===== src/rtl/fifo_pkg.sv =====
`default_nettype none
// +------------------------------------------------------------------+
// | Package  : fifo_pkg                                              |
// | Brief    : Shared constants and Gray/binary conversion helpers   |
// |            for the asynchronous FIFO read and write controllers. |
// | Revision : 1.0 - initial release                                 |
// +------------------------------------------------------------------+
package fifo_pkg;

  // Default RAM address width; FIFO depth is 2**ADDSIZE.
  localparam int ADDSIZE   = 4;
  // Pointer width carries one extra wrap bit for full/empty.
  localparam int PTR_WIDTH = ADDSIZE + 1;
  // Working width of the converters. Any pointer up to CVT_WIDTH-1 bits
  // converts correctly when zero-extended, since leading zeros are
  // invariant under both transforms.
  localparam int CVT_WIDTH = 32;

  function automatic logic [CVT_WIDTH-1:0] bin2gray(input logic [CVT_WIDTH-1:0] b);
    return (b >> 1) ^ b;
  endfunction

  function automatic logic [CVT_WIDTH-1:0] gray2bin(input logic [CVT_WIDTH-1:0] g);
    logic [CVT_WIDTH-1:0] b;
    b[CVT_WIDTH-1] = g[CVT_WIDTH-1];
    for (int i = CVT_WIDTH - 2; i >= 0; i--) begin
      b[i] = b[i+1] ^ g[i];
    end
    return b;
  endfunction

endpackage
`default_nettype wire


===== src/rtl/sync_w2r.sv =====
`default_nettype none
// +------------------------------------------------------------------+
// | Module   : sync_w2r                                              |
// | Brief    : Two-flop synchroniser bringing the Gray write pointer |
// |            into the read clock domain.                           |
// | Revision : 1.0 - initial release                                 |
// +------------------------------------------------------------------+
module sync_w2r #(
  parameter int PTRW = fifo_pkg::PTR_WIDTH
) (
  input  logic            clk_rd,
  input  logic            rstn,
  input  logic [PTRW-1:0] wptr,
  output logic [PTRW-1:0] rq2_wptr
);
  import fifo_pkg::*;

  logic [PTRW-1:0] rq1_wptr_q;
  logic [PTRW-1:0] rq2_wptr_q;

  // Gray coding guarantees at most one bit is in flight, so a plain
  // two-stage flop chain yields either the old or the new pointer.
  always_ff @(posedge clk_rd or negedge rstn) begin
    if (!rstn) begin
      rq1_wptr_q <= '0;
      rq2_wptr_q <= '0;
    end else begin
      rq1_wptr_q <= wptr;
      rq2_wptr_q <= rq1_wptr_q;
    end
  end

  assign rq2_wptr = rq2_wptr_q;

endmodule
`default_nettype wire


===== src/rtl/rptr_empty.sv =====
`default_nettype none
// +------------------------------------------------------------------+
// | Module   : rptr_empty                                            |
// | Brief    : Read-side pointer, empty, level and almost-empty      |
// |            controller of the asynchronous FIFO.                  |
// | Options  : `define RD_UNDERFLOW_FLAG_EN adds the sticky          |
// |            runderflow output (read attempted while empty).       |
// | Revision : 1.0 - initial release                                 |
// +------------------------------------------------------------------+
module rptr_empty #(
  parameter int ADDSIZE   = fifo_pkg::ADDSIZE,
  parameter int AE_THRESH = 1
) (
  input  logic               clk_rd,
  input  logic               rstn,
  input  logic               rinc,
  input  logic [ADDSIZE:0]   wptr,
`ifdef RD_UNDERFLOW_FLAG_EN
  output logic               runderflow,
`endif
  output logic [ADDSIZE-1:0] raddr,
  output logic [ADDSIZE:0]   rptr,
  output logic               rempty,
  output logic [ADDSIZE:0]   rlevel,
  output logic               ralmost_empty
);
  import fifo_pkg::*;

  localparam int            PW          = ADDSIZE + 1;
  localparam logic [PW-1:0] C_AE_THRESH = PW'(AE_THRESH);

  logic [PW-1:0]        rq2_wptr;
  logic                 ren;
  logic [PW-1:0]        rbin_q,   rbin_d;
  logic [PW-1:0]        rptr_q,   rptr_d;
  logic [PW-1:0]        rlevel_q, rlevel_d;
  logic                 rempty_q, rempty_d;
  logic                 rae_q,    rae_d;
  logic [PW-1:0]        wbin_s;
  logic [CVT_WIDTH-1:0] gray_full;
  logic [CVT_WIDTH-1:0] wbin_full;
  logic                 unused_cvt;

  sync_w2r #(
    .PTRW (PW)
  ) u_sync_w2r (
    .clk_rd   (clk_rd),
    .rstn     (rstn),
    .wptr     (wptr),
    .rq2_wptr (rq2_wptr)
  );

  // Next pointer, its Gray form, and the flags/level it implies against
  // the synchronised write pointer; flags are judged on the post-read
  // pointer so the last read asserts empty on its own edge.
  always_comb begin
    ren       = rinc & ~rempty_q;
    rbin_d    = rbin_q + PW'(ren);
    gray_full = bin2gray(CVT_WIDTH'(rbin_d));
    rptr_d    = gray_full[PW-1:0];
    wbin_full = gray2bin(CVT_WIDTH'(rq2_wptr));
    wbin_s    = wbin_full[PW-1:0];
    rlevel_d  = wbin_s - rbin_d;
    rempty_d  = (rptr_d == rq2_wptr);
    rae_d     = (rlevel_d <= C_AE_THRESH);
  end

  // Upper converter bits are always zero for pointer-width operands.
  assign unused_cvt = ^{gray_full[CVT_WIDTH-1:PW], wbin_full[CVT_WIDTH-1:PW]};

  // Pointer and flag registers; reset leaves the FIFO empty.
  always_ff @(posedge clk_rd or negedge rstn) begin
    if (!rstn) begin
      rbin_q   <= '0;
      rptr_q   <= '0;
      rlevel_q <= '0;
      rempty_q <= 1'b1;
      rae_q    <= 1'b1;
    end else begin
      rbin_q   <= rbin_d;
      rptr_q   <= rptr_d;
      rlevel_q <= rlevel_d;
      rempty_q <= rempty_d;
      rae_q    <= rae_d;
    end
  end

`ifdef RD_UNDERFLOW_FLAG_EN
  logic runderflow_q;

  // Sticky record of any read attempted while empty.
  always_ff @(posedge clk_rd or negedge rstn) begin
    if (!rstn) begin
      runderflow_q <= 1'b0;
    end else begin
      runderflow_q <= runderflow_q | (rinc & rempty_q);
    end
  end

  assign runderflow = runderflow_q;
`endif

  assign raddr         = rbin_q[ADDSIZE-1:0];
  assign rptr          = rptr_q;
  assign rempty        = rempty_q;
  assign rlevel        = rlevel_q;
  assign ralmost_empty = rae_q;

endmodule
`default_nettype wire


===== config.mk =====
export PLATFORM = sky130hd
export DESIGN_NAME = rptr_empty
export DESIGN_NICKNAME = d
export VERILOG_FILES = /design/src/rtl/fifo_pkg.sv /design/src/rtl/sync_w2r.sv /design/src/rtl/rptr_empty.sv
export SDC_FILE = /design/constraint.sdc
export NUM_CORES = 1
export LEC_CHECK = 0
export CORE_MARGIN = 1
export CORE_UTILIZATION = 40
export CTS_BUF_LIST = sky130_fd_sc_hd__clkbuf_8 sky130_fd_sc_hd__clkbuf_16
export DETAILED_ROUTE_END_ITERATION = 10
export GPL_TIMING_DRIVEN = 0
export HOLD_SLACK_MARGIN = 0.06
export PLACE_DENSITY = 0.65
export SLEW_MARGIN = 20
export SYNTH_ARGS = -nofsm -noshare
export SYNTH_HDL_FRONTEND = slang
export SYNTH_SLANG_ARGS = --single-unit

===== constraint.sdc =====
create_clock -name clk_rd -period 8.9 [get_ports clk_rd]
set_clock_uncertainty 0.2 [all_clocks]
set_input_delay 1.335 -clock clk_rd [delete_from_list [all_inputs] [get_ports clk_rd]]
set_output_delay 1.335 -clock clk_rd [all_outputs]
set_load 0.05 [all_outputs]

==> summary.md <==
| Metric | Value |
|---|---|
| Synth Area in Compound Gates | `approximately 5.4%` |
| Worst-Margin Slew | `between 800 and 900 ps` |
| Area of the multi-input gates | `474 sq um` |
| Worst path required time | `8870 ps` |
| Delay-heaviest family, CP | `adder cells` |
| Largest net degree at the start of global routing | `27` |
| Commonest cells after routing, fill and taps aside | `dfrtp_1, clkdlybuf4s50_1, inv_1` |
| Post-CTS Resized | `0` |
| Max_cap viols | `0` |
| Fillers | `250` |
| Top cell type's share of synthesized area | `51.7%` |
| Vias in the first global route | `roughly 700` |
| Die Y | `~56 um` |
| Path category of the worst min-delay check | `register to register` |
| GP Congestion | `around 0.74` |
| Critical path fanouts, max | `8` |
| Boundary pin count | `24` |
| Clock latency on the worst-skew pair | `between 200 and 300 ps` |
| Vias/cell | `around 4.6` |
| # diodes | `0` |
| Synth cell types | `28` |
| Core area | `around 2800 sq um` |
| Critical path cell sequence | `clkdlybuf4s50_1 -> nor2b_1 -> ha_1 -> ha_1 -> xnor2_1 -> ha_1 -> o21a_1 -> or3_1 -> a2111oi_4` |
| Yosys top cell by area | `dfrtp_1` |
| Worst r2r path cells | `9` |
| Most Frequent Cell on Critical Path | `ha_1` |
| CP Class | `input port to register` |
| CP endpoint kind | `register` |
| Ratio of cells with drive above 1 in the final layout | `between 10% and 20%` |
| Sequential area share after synthesis | `56.3%` |
| Setup TNS | `0 ps` |
| RR Endpoint | `ralmost_empty` |
| Nets | `around 120` |
| Worst R2R Start | `u_sync_w2r.rq2_wptr[4]` |
| Seq. cell area | `653 sq um` |
| Number of H-tree levels | `1` |
| FF-to-FF setup slack | `~5600 ps` |
| Worst hold start | `u_sync_w2r.rq1_wptr_q[2]` |
| Most common cell after layout, fill and taps aside | `dfrtp_1` |
| Initial antenna violation count | `0` |
| Rows | `19` |
| Final HPWL DP | `between 1000 and 1500 um` |
| Synthesized area | `between 1000 and 1500 sq um` |
| Fin crit period | `4160 ps` |
| Synth Instances | `between 70 and 80` |
| Crit path DAT | `4130 ps` |
| Area grow syn2layout | `26.3%` |
| Clock Sinks | `26` |
| Die area | `3120 sq um` |
| Hold depth | `0` |
| Peak Freq | `roughly 240 MHz` |
| I/O Buffers | `23` |
| Multiplexer share of the synthesized area | `0%` |
| Mean Syn Cell Area | `~15 sq um` |
| Starting density of the core | `roughly 42%` |
| WL/cell | `between 10 and 15 um` |
| Synth Area in Simple Gates | `under 10%` |
| Max_slew headroom | `between 40 and 50%` |
| Die Wd | `roughly 56 um` |
| Maximum clock insertion buffer count | `2` |
| Post-route ant nets | `0` |
| Tcrit/Tclk final | `between 40% and 50%` |
| Final-report hold violation count | `0` |
| WP buf/inv | `1` |
| DRC | `0` |
| Post-synthesis register bit count | `26` |
| Status | `finished, final reports clean` |
| CTS tree | `done` |
| Clock root buffer | `clkbuf_8` |
| Adder-Cell Fraction of Synth Area | `about 8.2%` |
| Slowest cell on crit path | `xnor2_1` |
| Post-cts hold buffer count | `0` |
| Combinational family with the most area after synthesis | `XOR/XNOR gates` |
| Ys async rst share | `100%` |
| Num CTS Buffers | `3` |
| Synth Warn # | `0` |
| Synth area leaders | `dfrtp_1, ha_1, xor2_1` |
| Final setup vio count | `0` |
| Via count | `between 600 and 700` |
| Total iterations of the first detailed-routing run | `4` |
| Crit path largest cell delay | `roughly 680 ps` |
| Global-route wire length before repair | `2980 um` |
| Syn_nets | `between 90 and 100` |
| Fin. max-slew vios | `0` |
| Unrepaired setup endpoints after global routing | `false` |
| Setup Buffers After CTS | `0` |
| Total gr overflow | `0` |
| Final wirelength | `around 1700 um` |
| Ys flop type | `dfrtp_1` |
| Drt initial violations | `10` |
| Post-synth EDFFs | `0` |
| Post-synthesis xor/xnor area fraction | `19.7%` |
| Hold EP | `u_sync_w2r.rq2_wptr[2]` |
| Critical path startpoint category | `input port` |
| GRT Overall Usage | `between 10% and 20%` |
| Clock Pin Slew Worst Setup and Hold Paths | `about 80 ps` |
[synth_stat cells, types with 2 or more instances]
library cell / instances
dfstp_2: 2
nand3_1: 3
dfrtp_1: 24
xor2_1: 8
inv_1: 9
xnor2_1: 4
ha_1: 6
nor2b_1: 3
[layer usage]
| layer | share of wire [%] | track usage, % | routed length, um |
|---|---|---|---|
| met4 | 0.79 | 4.18 | 13 |
| met3 | 5.7 | 3.02 | 94 |
| met1 | 46 | 17.3 | 760 |
| met5 | 0 | 0 | 0 |
| met2 | 47 | 19.6 | 786 |
[worst register-to-register path, cell delays in order, from the launching register on]
cell and delay, ps:
dfrtp_1 440, xnor3_2 440, xor2_1 320, xor2_1 120
ha_1 250, fa_1 440, nor2b_1 150, or3b_1 380
and4_4 220, a2111oi_4 260
[cells by family (layout without fill, tap and decap cells)]
group,Yosys count,count (layout)
AOI/OAI and AO/OA,6,6
xor gates and xnor gates,17,17
adders and majority gates,7,7
buffers and inverters,9,35
DFF,26,26
and+or+nand+nor,14,14
[state kept, by name, summed over array words and instances, names as in the netlist]
register               count
rlevel                     5
rempty                     1
rbin_q                     5
rptr                       4
ralmost_empty              1
u_sync_w2r.rq1_wptr_q      5
u_sync_w2r.rq2_wptr        5
[worst max path at each step]
stage               startpoint       endpoint  slack (ps)  depth (start not counted)
finish                    rinc  ralmost_empty        4740                          9
global route              rinc  ralmost_empty        4550                          9
CTS                       rinc  ralmost_empty        4700                          9
detailed placement        rinc  ralmost_empty        4450                          9
global placement          rinc  ralmost_empty        4470                          9
floorplan                 rinc  ralmost_empty        5110                          8
[layout make-up]
| class | instances | share of cell area [%] |
|---|---|---|
| Sequential cell | 26 | 44.5 |
| Inverter | 9 | 2.30 |
| Clock buffer | 3 | 2.82 |
| Multi-Input combinational cell | 44 | 32.3 |
| Timing Repair Buffer | 23 | 15.4 |
| Tap cell | 31 | 2.65 |
[through the flow]
stage	utilization, %	hold WS, ps	cells	instance area [sq um]	setup slack [ps]
2_1_floorplan	-	131	79	1160	5110
3_3_place_gp	51.9	133	133	1430	4470
4_1_cts	53.4	159	136	1470	4700
5_1_grt	53.2	163	136	1470	4550
6_report	53.2	156	136	1470	4740
3_5_place_dp	51.9	139	133	1430	4450
Power is not shown: default switching activity piles up to over one toggle a cycle in this logic, so the estimate is an artifact.
